<file path="src/rtl/axi_ip_tx.sv">
// axi_ip_tx: puts a 20-byte IPv4 header in front of an AXI-Stream payload and passes the datagram to an Ethernet framer.
// Define AXI_IP_TX_CHECKSUM_EN to compute the header checksum; without it the checksum bytes are 00 00.
module axi_ip_tx #(
  parameter logic [23:0] MAC_MSB = 24'h010203,
  parameter logic [23:0] MAC_LSB = 24'h040506,
  parameter logic [15:0] IP_MSB  = 16'hc0a8,
  parameter logic [15:0] IP_LSB  = 16'h0602,
  parameter logic [7:0]  TTL     = 8'd64
) (
  input  logic        clk,
  input  logic        reset,
  input  logic        ip_req,
  output logic        ip_ack,
  input  logic [7:0]  ip_protocol,
  input  logic [31:0] ip_dst_ip,
  input  logic [47:0] ip_dst_mac,
  input  logic [15:0] ip_length,
  input  logic [7:0]  s_axis_tdata,
  input  logic        s_axis_tlast,
  input  logic        s_axis_tvalid,
  output logic        s_axis_tready,
  output logic        eth_req,
  input  logic        eth_ack,
  output logic [47:0] eth_dst_mac,
  output logic [47:0] eth_src_mac,
  output logic [15:0] eth_ethertype,
  output logic [7:0]  eth_axis_tdata,
  output logic        eth_axis_tlast,
  output logic        eth_axis_tvalid,
  input  logic        eth_axis_tready,
  output logic        len_err
);

`ifdef AXI_IP_TX_CHECKSUM_EN
  typedef enum logic [2:0] {IDLE, CSUM, FOLD, REQ, HDR, PAYLOAD} state_t;
`else
  typedef enum logic [2:0] {IDLE, REQ, HDR, PAYLOAD} state_t;
`endif

  state_t      state_reg, state_next;
  logic [4:0]  idx_reg, idx_next;
  logic [15:0] cnt_reg, cnt_next;
  logic [15:0] id_reg;
  logic [7:0]  proto_reg;
  logic [31:0] dst_ip_reg;
  logic [47:0] dst_mac_reg;
  logic [15:0] len_reg;
  logic [15:0] tot_len_reg;
  logic        len_err_reg, len_err_next;
  logic        capture;
  logic        id_inc;
  logic        frame_active;
  logic [15:0] cs_val;

  logic [159:0] hdr_vec;
  logic [7:0]   hdr [20];

  genvar gi;

  // The whole header as one vector; byte 0 is the most significant.
  assign hdr_vec = {8'h45, 8'h00, tot_len_reg, id_reg, 8'h40, 8'h00, TTL, proto_reg,
                    cs_val, IP_MSB, IP_LSB, dst_ip_reg};

  generate
    for (gi = 0; gi < 20; gi++) begin : g_hdr
      assign hdr[gi] = hdr_vec[159 - 8*gi -: 8];
    end
  endgenerate

`ifdef AXI_IP_TX_CHECKSUM_EN
  logic [19:0] acc_reg;
  logic [15:0] cs_reg;
  logic [16:0] fold1;
  logic [16:0] fold2;
  logic [15:0] csum_word [10];

  // Word 5 is the checksum field itself and counts as zero.
  generate
    for (gi = 0; gi < 10; gi++) begin : g_word
      if (gi == 5) begin : g_zero
        assign csum_word[gi] = 16'h0000;
      end else begin : g_hdr_word
        assign csum_word[gi] = hdr_vec[159 - 16*gi -: 16];
      end
    end
  endgenerate

  assign fold1  = {1'b0, acc_reg[15:0]} + {13'h0, acc_reg[19:16]};
  assign fold2  = {1'b0, fold1[15:0]} + {16'h0, fold1[16]};
  assign cs_val = cs_reg;
`else
  assign cs_val = 16'h0000;
`endif

  assign frame_active  = (state_reg == REQ) || (state_reg == HDR) || (state_reg == PAYLOAD);
  assign eth_dst_mac   = frame_active ? dst_mac_reg : 48'h0;
  assign eth_src_mac   = frame_active ? {MAC_MSB, MAC_LSB} : 48'h0;
  assign eth_ethertype = frame_active ? 16'h0800 : 16'h0000;
  assign len_err       = len_err_reg;

  always_comb begin
    state_next      = state_reg;
    idx_next        = idx_reg;
    cnt_next        = cnt_reg;
    len_err_next    = 1'b0;
    capture         = 1'b0;
    id_inc          = 1'b0;
    ip_ack          = 1'b0;
    s_axis_tready   = 1'b0;
    eth_req         = 1'b0;
    eth_axis_tdata  = 8'h00;
    eth_axis_tlast  = 1'b0;
    eth_axis_tvalid = 1'b0;
    case (state_reg)
      IDLE: begin
        if (ip_req) begin
          ip_ack   = 1'b1;
          capture  = 1'b1;
          idx_next = 5'd0;
          cnt_next = 16'd0;
`ifdef AXI_IP_TX_CHECKSUM_EN
          state_next = CSUM;
`else
          state_next = REQ;
`endif
        end
      end
`ifdef AXI_IP_TX_CHECKSUM_EN
      CSUM: begin
        if (idx_reg == 5'd9) begin
          idx_next   = 5'd0;
          state_next = FOLD;
        end else begin
          idx_next = idx_reg + 5'd1;
        end
      end
      FOLD: state_next = REQ;
`endif
      REQ: begin
        eth_req = 1'b1;
        if (eth_ack) state_next = HDR;
      end
      HDR: begin
        eth_axis_tvalid = 1'b1;
        eth_axis_tdata  = hdr[idx_reg];
        eth_axis_tlast  = (idx_reg == 5'd19) && (len_reg == 16'd0);
        if (eth_axis_tready) begin
          if (idx_reg == 5'd19) begin
            id_inc     = 1'b1;
            idx_next   = 5'd0;
            state_next = (len_reg == 16'd0) ? IDLE : PAYLOAD;
          end else begin
            idx_next = idx_reg + 5'd1;
          end
        end
      end
      PAYLOAD: begin
        eth_axis_tvalid = s_axis_tvalid;
        eth_axis_tdata  = s_axis_tdata;
        eth_axis_tlast  = s_axis_tlast;
        s_axis_tready   = eth_axis_tready;
        if (s_axis_tvalid && eth_axis_tready) begin
          cnt_next = cnt_reg + 16'd1;
          if (s_axis_tlast) begin
            // Length mismatch is only reported; the frame still ends on the source's tlast.
            len_err_next = (cnt_reg + 16'd1) != len_reg;
            state_next   = IDLE;
          end
        end
      end
      default: state_next = IDLE;
    endcase
    if (reset) ip_ack = 1'b0;
  end

  always_ff @(posedge clk) begin
    if (reset) begin
      state_reg   <= IDLE;
      idx_reg     <= 5'd0;
      cnt_reg     <= 16'd0;
      id_reg      <= 16'h0000;
      proto_reg   <= 8'h00;
      dst_ip_reg  <= 32'h0;
      dst_mac_reg <= 48'h0;
      len_reg     <= 16'h0;
      tot_len_reg <= 16'h0;
      len_err_reg <= 1'b0;
`ifdef AXI_IP_TX_CHECKSUM_EN
      acc_reg     <= 20'h0;
      cs_reg      <= 16'h0;
`endif
    end else begin
      state_reg   <= state_next;
      idx_reg     <= idx_next;
      cnt_reg     <= cnt_next;
      len_err_reg <= len_err_next;
      if (capture) begin
        proto_reg   <= ip_protocol;
        dst_ip_reg  <= ip_dst_ip;
        dst_mac_reg <= ip_dst_mac;
        len_reg     <= ip_length;
        tot_len_reg <= ip_length + 16'd20;
      end
      if (id_inc) id_reg <= id_reg + 16'd1;
`ifdef AXI_IP_TX_CHECKSUM_EN
      if (capture) acc_reg <= 20'h0;
      else if (state_reg == CSUM) acc_reg <= acc_reg + {4'h0, csum_word[idx_reg[3:0]]};
      if (state_reg == FOLD) cs_reg <= ~fold2[15:0];
`endif
    end
  end

endmodule

</file>
<file path="config.mk">
export PLATFORM = sky130hd
export DESIGN_NAME = axi_ip_tx
export DESIGN_NICKNAME = d
export VERILOG_FILES = /design/src/rtl/axi_ip_tx.sv
export SDC_FILE = /design/constraint.sdc
export NUM_CORES = 1
export LEC_CHECK = 0
export CAP_MARGIN = 0
export CORE_MARGIN = 2
export CORE_UTILIZATION = 30
export CTS_CLUSTER_DIAMETER = 120
export DETAILED_ROUTE_END_ITERATION = 10
export PLACE_DENSITY = 0.67
export SETUP_SLACK_MARGIN = 0.5
export SYNTH_ARGS = -nofsm -noshare
export SYNTH_HDL_FRONTEND = slang
export SYNTH_SLANG_ARGS = --single-unit
</file>
<file path="constraint.sdc">
create_clock -name clk -period 2.4 [get_ports clk]
set_clock_uncertainty 0.2 [all_clocks]
set_input_delay 0.48 -clock clk [delete_from_list [all_inputs] [get_ports clk]]
set_output_delay 0.48 -clock clk [all_outputs]
set_load 0.005 [all_outputs]
</file>
==> flow_summary.ini, run 1 <==
[status]
status = finished with violations
violations = negative setup slack

[die]
num_rows = 61
ioPinCount = 245
coreArea_sq_mm = 0.0276
dieArea_sq_mm = 0.0292
die_w_um = 171
die_h_um = 171
start_util = 0.302

[grt]
track_usage = 0.198
grt_pass1_vias = 8386
antenna_found_initial = 1
grt_pass1_wl_um = 45000
grt_max_degree = 156
grt_remaining_overflow = 0

[sta]
setup_violations = 24
finalCritPeriodShare = 1.14
tightest_slew_ns = 0.942
timing_hold_violations_final = 0
slew_viol_final = 0
min_period_ns = 2.73
rsz0062_at_grt = true
fmax_mhz = 366
relSlewSlack = 0.372
fin_ws_ns = -0.332

[routing]
drt-total-wl_um = 33900
routedWlPerCell_um = 18.2
ant_nets = 0
drt_first_pass_iters = 6
vias = 9336
drc_errors = 0
drt_iter0_drc = 533
vias_per_cell = 5.01

[logic_synthesis]
synth_ff_type = dfxtp_1
ys_types = 57
synth_area_per_cell_sq_um = 7.60
yosys_warnings = 0
ys_ff_latch = 158
syn-cell-area_sq_mm = 0.00835
synth_edf_count = 0
syn_inst = 1099
ys_seq_area_frac = 0.379
async_flop_share = 0

[finish]
largest_reg_flops = 48
drive_gt1_frac = 0.466
area_growth_pct = 82.5
final_common_cell = nand2_1
final_cells = 1862
nNetsFinal = 1597
fin_util = 0.551
n_antenna_cell = 0
layout_common_cells = nand2_1 (163), dfxtp_1 (140), clkdlybuf4s50_1 (117)

[place]
dp.cells = 1674
hpwlAfterDp_um = 18100
place_congestion = 0.867
port_buffers = 190

[worst_setup_path]
cp_max_fo = 6
path_class = reg -> out
cp_data_arrival_time_ns = 2.05
cp_num_buf_inv = 2
critical_path.top_delay_family = multiplexers
path_common_cell = a21oi_1
startpoint_type = flop
worstSetupEndpointType = primary output
cp.required_ns = 1.72
worst_path_max_delay_cell = mux4_2
path_cells = buf_4, nor3_2, a21oi_1, mux4_2, nand2b_1, a21oi_1, clkdlybuf4s15_2
slowest_delay_ns = 0.48

[power_and_ir_drop]
power_density_mw_per_mm2 = 536
irDropWorstVdd_uv = 498
cellLeakagePower_nw = 6.21

[hold_path]
hold_path.class = reg -> reg

[clocking]
clock_sinks = 158
cts_buffers = 17
cts_tree = yes
cts_root_buffer = clkbuf_16
ctsHoldBuffers = 0
cts_max_level = 4
insertion_delay_ns = 0.44
clkTransAtPathRegs_ns = 0.06
clockBufferDepth = 2

[run]
max_cap_viol_count = 0
-- final timing paths --
path                    from                 to  slack (ns)  cells past startpoint
min          dst_mac_reg[22]    dst_mac_reg[22]        0.25                      2
max               idx_reg[0]  eth_axis_tdata[6]       -0.33                      7
max reg2reg       idx_reg[0]          id_reg[9]        0.01                     12
min reg2reg  dst_mac_reg[22]    dst_mac_reg[22]        0.25                      2
-- through the flow --
stage          hold WS, ns  power (mW)  setup slack, ns  cell area, sq um  setup TNS (ns)
2_1_floorplan        0.232        3.64            0.381              8680               0
3_3_place_gp         0.237        4.19           -0.199             11000           -1.78
3_5_place_dp         0.243        4.20           -0.241             11000           -2.09
4_1_cts              0.252        7.53           -0.334             13100           -3.27
5_1_grt              0.272        8.46           -0.382             15200           -5.62
6_report             0.254        8.16           -0.332             15200           -3.54
-- layer usage --
layer	share of wire	up-vias	global-route usage
li1	-	4333	-
met1	0.41	4571	0.243
met2	0.51	365	0.351
met3	0.057	65	0.0365
met4	0.025	2	0.0612
met5	0.00032	-	0
-- final cells by class --
type / instances / area, sq um
Timing Repair inverter: 1 / 7.51
Fill cell: 2338 / 12400
Clock buffer: 18 / 439
Clock inverter: 14 / 130
Tap cell: 378 / 473
Timing Repair Buffer: 440 / 4700
Inverter: 14 / 66.3
Sequential cell: 158 / 3210
Multi-Input combinational cell: 839 / 6210
-- synthesized netlist by cell type (2+ instances only) --
master,instances,area [sq um]
nand2_1,268,1010
dfxtp_1,158,3160
a21oi_1,142,711
nor2_1,76,285
buf_4,66,495
clkbuf_1,59,221
nor2b_1,49,307
o21ai_0,32,160
xnor2_1,29,254
xor2_1,21,184
nand4_1,15,93.8
inv_1,13,48.8
a211oi_1,12,90.1
nand3_1,12,60.1
mux2i_1,11,110
nor4_1,11,68.8
and3_1,10,62.6
mux4_2,9,203
nor3_1,9,45.0
a31oi_1,8,50.1
buf_2,7,35.0
ha_1,7,87.6
or3_1,7,43.8
a311oi_1,6,52.6
a221oi_1,5,43.8
nand3b_1,5,37.5
o22ai_1,5,31.3
nand2b_1,4,25.0
and4_1,3,26.3
buf_1,3,11.3
clkbuf_2,3,15.0
o21a_1,3,22.5
or4_1,3,22.5
a21o_1,2,15.0
a22oi_1,2,15.0
and2_1,2,12.5
nor3_2,2,20.0
-- cells by family (layout without fill, tap and decap cells) --
family,after synthesis,after routing,synth area share
muxes,21,21,0.0388
xor gates and xnor gates,50,50,0.0525
other,1,54,0.000449
DFF,158,158,0.379
AOI/OAI and AO/OA,223,223,0.149
adders and majority gates,7,7,0.0105
and+or+nand+nor,484,484,0.264
buffers and inverters,155,487,0.106
-- what timing repair did --
| action | in CTS | in global routing |
|---|---|---|
| setup endpoints to repair | 217 | 230 |
| setup buffers | 87 | 41 |
| gates cloned | 16 | 12 |
| pin swaps | 69 | 202 |
| resized for setup | 467 | 412 |
-- power by group --
group / total (mW) / switching [mW] / internal, mW / leakage (nW)
Combinational: 2.56 / 1.16 / 1.40 / 4.63
Clock: 2.72 / 1.24 / 1.48 / 0.281
Sequential: 2.89 / 0.118 / 2.77 / 1.30
Total: 8.16 / 2.52 / 5.65 / 6.21
-- worst min-delay path: cells and delay by family (launching register included) --
kind             cells  cell delay, ns
flip-flops           1            0.31
AO/OA/AOI/OAI        1            0.05
AND/OR/NAND/NOR      1            0.05
Power figures use the tool's default switching activity.
==> run 2: changes to the inputs <==
--- a/config.mk
+++ b/config.mk
@@ -9,9 +9,11 @@
 export CORE_MARGIN = 2
 export CORE_UTILIZATION = 30
 export CTS_CLUSTER_DIAMETER = 120
+export CTS_CLUSTER_SIZE = 12
 export DETAILED_ROUTE_END_ITERATION = 10
 export PLACE_DENSITY = 0.67
 export SETUP_SLACK_MARGIN = 0.5
+export SKIP_LAST_GASP = 1
 export SYNTH_ARGS = -nofsm -noshare
 export SYNTH_HDL_FRONTEND = slang
 export SYNTH_SLANG_ARGS = --single-unit
==> run 2 against run 1 <==
The flow still finishes with violations (negative setup slack). Power fell by 0.24%. Setup slack got worse by 0.058 ns. Die area did not move. Routed wire length barely moved. Register-to-register slack improved by 0.04 ns. Flip-flop and latch count did not move. Cell count fell by 0.11%. Via count fell by 0.30%. Maximum frequency fell by 2.1%. Clock-buffer cell count did not move. Non-clock buffer count fell by 2. Worst hold slack improved by 0.0014 ns. Highest routed layer unchanged.
==> flow_summary.ini, run 2 (synthesis results as in run 1) <==
[grt]
grt_max_degree = 156
grt_pass1_wl_um = 44600
track_usage = 0.197
antenna_found_initial = 1
grt_pass1_vias = 8307
grt_remaining_overflow = 0

[place]
place_congestion = 0.867
port_buffers = 190
hpwlAfterDp_um = 18100
place_area_sq_mm = 0.0110
dp.cells = 1674

[sta]
finalCritPeriodShare = 1.16
holdWs_ns = 0.256
slew_viol_final = 0
setup_violations = 19
relSlewSlack = 0.364
tightest_slew_ns = 0.954
fmax_mhz = 358
rsz0062_at_grt = true
min_period_ns = 2.79
timing_hold_violations_final = 0
fin_ws_ns = -0.391

[worst_setup_path]
rrSetupSlack_ns = 0.05
cp_data_arrival_time_ns = 2.11
cp.required_ns = 1.72
slowest_delay_ns = 0.50
r2r_end = id_reg[14]
worst_path_max_delay_cell = mux4_2
startpoint_type = flop
r2r_start = idx_reg[1]
cp_max_fo = 4
r2r_cells = 11
worstSetupEndpointType = primary output
path_cells = nand2b_1, nor2_1, a21oi_1, mux4_2, nand2b_1, a21oi_1, clkdlybuf4s15_2
path_class = reg -> out

[hold_path]
min_from = dst_mac_reg[22]
holdPathStages = 2
hold_path.class = reg -> reg
hold_path_end = dst_mac_reg[22]

[run]
max_cap_viol_count = 0

[die]
die_h_um = 171
coreArea_sq_mm = 0.0276
start_util = 0.302
dieArea_sq_mm = 0.0292
die_w_um = 171
ioPinCount = 245
num_rows = 61

[clocking]
cts_buffers = 17
cts_max_level = 4
ctsHoldBuffers = 0
insertion_delay_ns = 0.43
clock_sinks = 158
cts_tree = yes
clockBufferDepth = 2
clkTransAtPathRegs_ns = 0.06
cts_root_buffer = clkbuf_16

[finish]
largest_reg_flops = 48
final_common_cell = nand2_1
layout_common_cells = nand2_1 (177), dfxtp_1 (140), clkdlybuf4s50_1 (116)
final_cell_area_sq_mm = 0.0151
nNetsFinal = 1595
fillers = 2338
n_antenna_cell = 0
final_cells = 1860
drive_gt1_frac = 0.455
area_growth_pct = 80.9

[power_and_ir_drop]
combPwrFrac = 0.312
p_switching_mw = 2.50
irDropWorstVdd_uv = 487
power_density_mw_per_mm2 = 539
p_int_mw = 5.64
seq_power_share = 0.355
p_clk_frac = 0.333
cellLeakagePower_nw = 6.21
switching_share = 0.308

[status]
violations = negative setup slack
status = finished with violations

[routing]
drt-total-wl_um = 33900
drt_first_pass_iters = 5
drt_iter0_drc = 511
drc_errors = 0
routedWlPerCell_um = 18.2
vias_per_cell = 5.00
vias = 9308
ant_nets = 0
[run 2: changes by cell type in the layout (fill, tap and decap cells not counted), moves of 3 or more]
cell      previous run  this run
buf_12              25        21
buf_2               60        51
buf_4               97       104
buf_6              100        90
clkbuf_2             1        13
nand2_1            163       177
nand2_2             23        12
nor2_1              53        57
nor2_4              14        11
o21ai_0             20        16
o21ai_1              4         8
[run 2: repair_timing]
action                     4_1_cts  5_1_grt
setup endpoints to repair      217      230
buffers inserted                87       38
pin swaps                       50      203
gates resized for setup        368      468
gates cloned                    16       13
[run 2: area by class of cell]
cell class                 instances  area [sq um]  area share
clock buffer                      18           439      0.0291
clock inverter                    14           130     0.00862
inverter                          14          63.8     0.00423
multi-input combinational        839          6150       0.407
sequential                       158          3210       0.212
tap                              378           473      0.0313
timing repair buffer             438          4630       0.306
timing repair inverter             1          7.51    0.000497
[run 2: how the worst max path moves through the flow]
stage,startpoint,to,slack (ns),cells past startpoint
3_3_place_gp,idx_reg[1],eth_axis_tdata[3],-0.20,7
2_1_floorplan,idx_reg[0],eth_axis_tdata[0],0.38,5
5_1_grt,idx_reg[1],eth_axis_tdata[6],-0.43,7
6_report,idx_reg[0],eth_axis_tdata[6],-0.39,7
3_5_place_dp,idx_reg[0],eth_axis_tdata[3],-0.24,6
4_1_cts,idx_reg[0],eth_axis_tdata[3],-0.33,7
[run 2: critical path, delay by kind of cell (launching register included)]
kind	cells	cell delay [ns]
compound gates	2	0.16
mux	1	0.50
flops	1	0.37
simple gates	3	0.45
buf+inv	1	0.21
[run 2: through the flow]
stage	power, mW	util	worst slack (ns)	TNS (ns)
6_report	8.14	0.547	-0.391	-3.20
3_3_place_gp	4.19	0.398	-0.199	-1.78
2_1_floorplan	3.64	-	0.381	0
5_1_grt	8.43	0.547	-0.428	-4.84
3_5_place_dp	4.20	0.398	-0.241	-2.09
4_1_cts	7.50	0.471	-0.334	-4.29
[run 2: metal layers]
| layer | up-vias | GRT usage | wire [um] |
|---|---|---|---|
| met5 | - | 0 | 13 |
| met4 | 2 | 0.0612 | 1050 |
| met3 | 79 | 0.0407 | 1980 |
| met2 | 377 | 0.348 | 17200 |
| met1 | 4516 | 0.239 | 13700 |
| li1 | 4334 | - | - |
[run 2: power groups by stage]
stage | clock [mW] | sequential, mW | combinational, mW
floorplan | 0 | 2.90 | 0.743
finish | 2.71 | 2.89 | 2.54
detailed placement | 0 | 2.93 | 1.27
global route | 2.86 | 2.90 | 2.68
CTS | 2.75 | 2.87 | 1.88
global placement | 0 | 2.93 | 1.25
==> run 3: changes to the inputs <==
--- a/config.mk
+++ b/config.mk
@@ -5,6 +5,7 @@
 export SDC_FILE = /design/constraint.sdc
 export NUM_CORES = 1
 export LEC_CHECK = 0
+export ABC_AREA = 0
 export CAP_MARGIN = 0
 export CORE_MARGIN = 2
 export CORE_UTILIZATION = 30
@@ -17,3 +18,4 @@
 export SYNTH_ARGS = -nofsm -noshare
 export SYNTH_HDL_FRONTEND = slang
 export SYNTH_SLANG_ARGS = --single-unit
+export TNS_END_PERCENT = 100
==> constraint.sdc (replaced) <==
create_clock -name clk -period 2.4 [get_ports clk]
set_clock_uncertainty 0.2 [all_clocks]
set_input_delay 0.48 -clock clk [delete_from_list [all_inputs] [get_ports clk]]
set_output_delay 0.48 -clock clk [all_outputs]
set_load 0.1 [all_outputs]
==> run 3 against run 2 <==
The flow still finishes with violations (negative setup slack). Setup slack worse by 0.067 ns. Core utilization is 6.1 points lower. Maximum frequency is 2.4% lower. Cell count is 6.6% lower. Clock-buffer cell count is 1 lower. Critical path depth is 1 higher. Clock power hardly changed. Sequential power hardly changed. Cell area is 11% lower. Critical path type unchanged.
==> flow_summary.ini, run 3 (synthesis results as in run 1) <==
[status]
status = finished with violations
violations = negative setup slack

[power_and_ir_drop]
finalPower_mw = 8.15
power_density_mw_per_mm2 = 607
seq_power_share = 0.353
p_switching_mw = 3.01
combPwrFrac = 0.312
p_int_mw = 5.15
switching_share = 0.369
p_clk_frac = 0.335
cellLeakagePower_nw = 4.99
irDropWorstVdd_uv = 365

[routing]
drt_first_pass_iters = 6
drc_errors = 0
vias_per_cell = 4.83
vias = 8387
ant_nets = 0
drt_iter0_drc = 513
routedWlPerCell_um = 15.6
drt-total-wl_um = 27100

[place]
dp_slack_ns = -0.0986
hpwlAfterDp_um = 18700
place_congestion = 0.831
port_buffers = 190

[sta]
finalCritPeriodShare = 1.19
timing_hold_violations_final = 0
slew_viol_final = 0
tightest_slew_ns = 0.553
setup_violations = 13
setup-tns-final_ns = -3.77
min_period_ns = 2.86
fmax_mhz = 350
relSlewSlack = 0.631
rsz0062_at_grt = true
fin_ws_ns = -0.458

[die]
die_w_um = 171
die_h_um = 171
num_rows = 61
ioPinCount = 245
coreArea_sq_mm = 0.0276
start_util = 0.302
dieArea_sq_mm = 0.0292

[worst_setup_path]
startpoint_type = flop
worstSetupEndpointType = primary output
path_cells = buf_6, mux2i_1, o22ai_1, nor2_1, a311oi_2, o21ai_2, a21oi_4, buf_12
cp_num_buf_inv = 2
critical_path.top_delay_family = compound AO/OA/AOI/OAI gates
worst_path_max_delay_cell = dfxtp_4
cp_data_arrival_time_ns = 2.18
cp_max_fo = 8
cp.required_ns = 1.72
slowest_delay_ns = 0.37
path_class = reg -> out

[finish]
largest_reg_flops = 48
area_growth_pct = 60.8
fillers = 2568
final_common_cell = nand2_1
nNetsFinal = 1471
drive_gt1_frac = 0.275
layout_common_cells = nand2_1 (264), dfxtp_1 (140), a21oi_1 (133)

[clocking]
insertion_delay_ns = 0.43
cts_max_level = 4
clock_sinks = 158
cts_buffers = 17
cts_root_buffer = clkbuf_16
clockBufferDepth = 2
cts_tree = yes
clkTransAtPathRegs_ns = 0.07

[hold_path]
hold_path.class = in -> reg

[grt]
grt_max_degree = 77
grt_remaining_overflow = 0
grt_pass1_wl_um = 42000
track_usage = 0.182
grt_pass1_vias = 8077
antenna_found_initial = 3

[run]
max_cap_viol_count = 0
[run 3: cell types whose count changed in the layout (fill, tap and decap cells not counted), moves of 12 or more]
cell	previous run	this run
a21oi_1	45	133
a21oi_2	97	2
buf_12	21	87
buf_16	16	2
buf_2	51	0
buf_6	90	6
clkbuf_2	13	0
nand2_1	177	264
nand2_4	78	2
nor2b_1	37	8
nor2b_2	2	19
nor2b_4	10	22
[run 3: final cells by class]
cell class                      instances  area (sq um)  area share
Inverter                               14          60.1     0.00447
Antenna cell                            2          5.00    0.000373
Tap cell                              378           473      0.0352
Multi-Input combinational cell        839          5160       0.385
Sequential cell                       158          3220       0.240
Clock buffer                           17           425      0.0317
Clock inverter                         15           171      0.0128
Timing Repair Buffer                  315          3910       0.291
[run 3: path summary, 6_finish.rpt]
path,start,endpoint,slack (ns),cells past startpoint
max reg2reg,idx_reg[0],id_reg[6],-0.05,9
max,idx_reg[0],eth_axis_tdata[3],-0.46,8
min,reset,cnt_reg[11],0.24,2
min reg2reg,dst_mac_reg[23],dst_mac_reg[23],0.25,2
[run 3: what timing repair did]
| item | CTS | global route |
|---|---|---|
| endpoints found under the hold margin | 0 | 0 |
| setup buffers | 28 | 11 |
| pin swaps | 26 | 12 |
| hold buffers | 0 | 0 |
| gates resized for setup | 82 | 27 |
| gates cloned | 4 | 2 |
| setup endpoints to repair | 137 | 202 |
[run 3: power groups by stage]
stage / registers (mW) / clock network [mW] / logic [mW]
6_report: 2.88 / 2.73 / 2.55
5_1_grt: 2.90 / 2.89 / 2.68
4_1_cts: 2.88 / 2.78 / 2.48
3_5_place_dp: 2.94 / 0 / 2.29
3_3_place_gp: 2.94 / 0 / 2.27
2_1_floorplan: 2.90 / 0 / 1.64
[run 3: metrics by stage]
| step | cell area, sq um | hold slack, ns | cells | util |
|---|---|---|---|---|
| 5_1_grt | 13400 | 0.244 | 1738 | 0.486 |
| 6_report | 13400 | 0.239 | 1738 | 0.486 |
| 3_5_place_dp | 11900 | 0.242 | 1659 | 0.432 |
| 2_1_floorplan | 9080 | 0.232 | 1152 | - |
| 3_3_place_gp | 11900 | 0.237 | 1659 | 0.432 |
| 4_1_cts | 13200 | 0.226 | 1723 | 0.477 |
[run 3: metal layers]
| layer | part of all wire | global-route usage | routed length (um) | vias to the layer above |
|---|---|---|---|---|
| met4 | 0.025 | 0.0619 | 687 | 2 |
| met3 | 0.078 | 0.0581 | 2100 | 44 |
| met5 | 0.00048 | 0 | 13 | - |
| li1 | - | - | - | 4072 |
| met2 | 0.49 | 0.308 | 13200 | 303 |
| met1 | 0.41 | 0.218 | 11100 | 3966 |
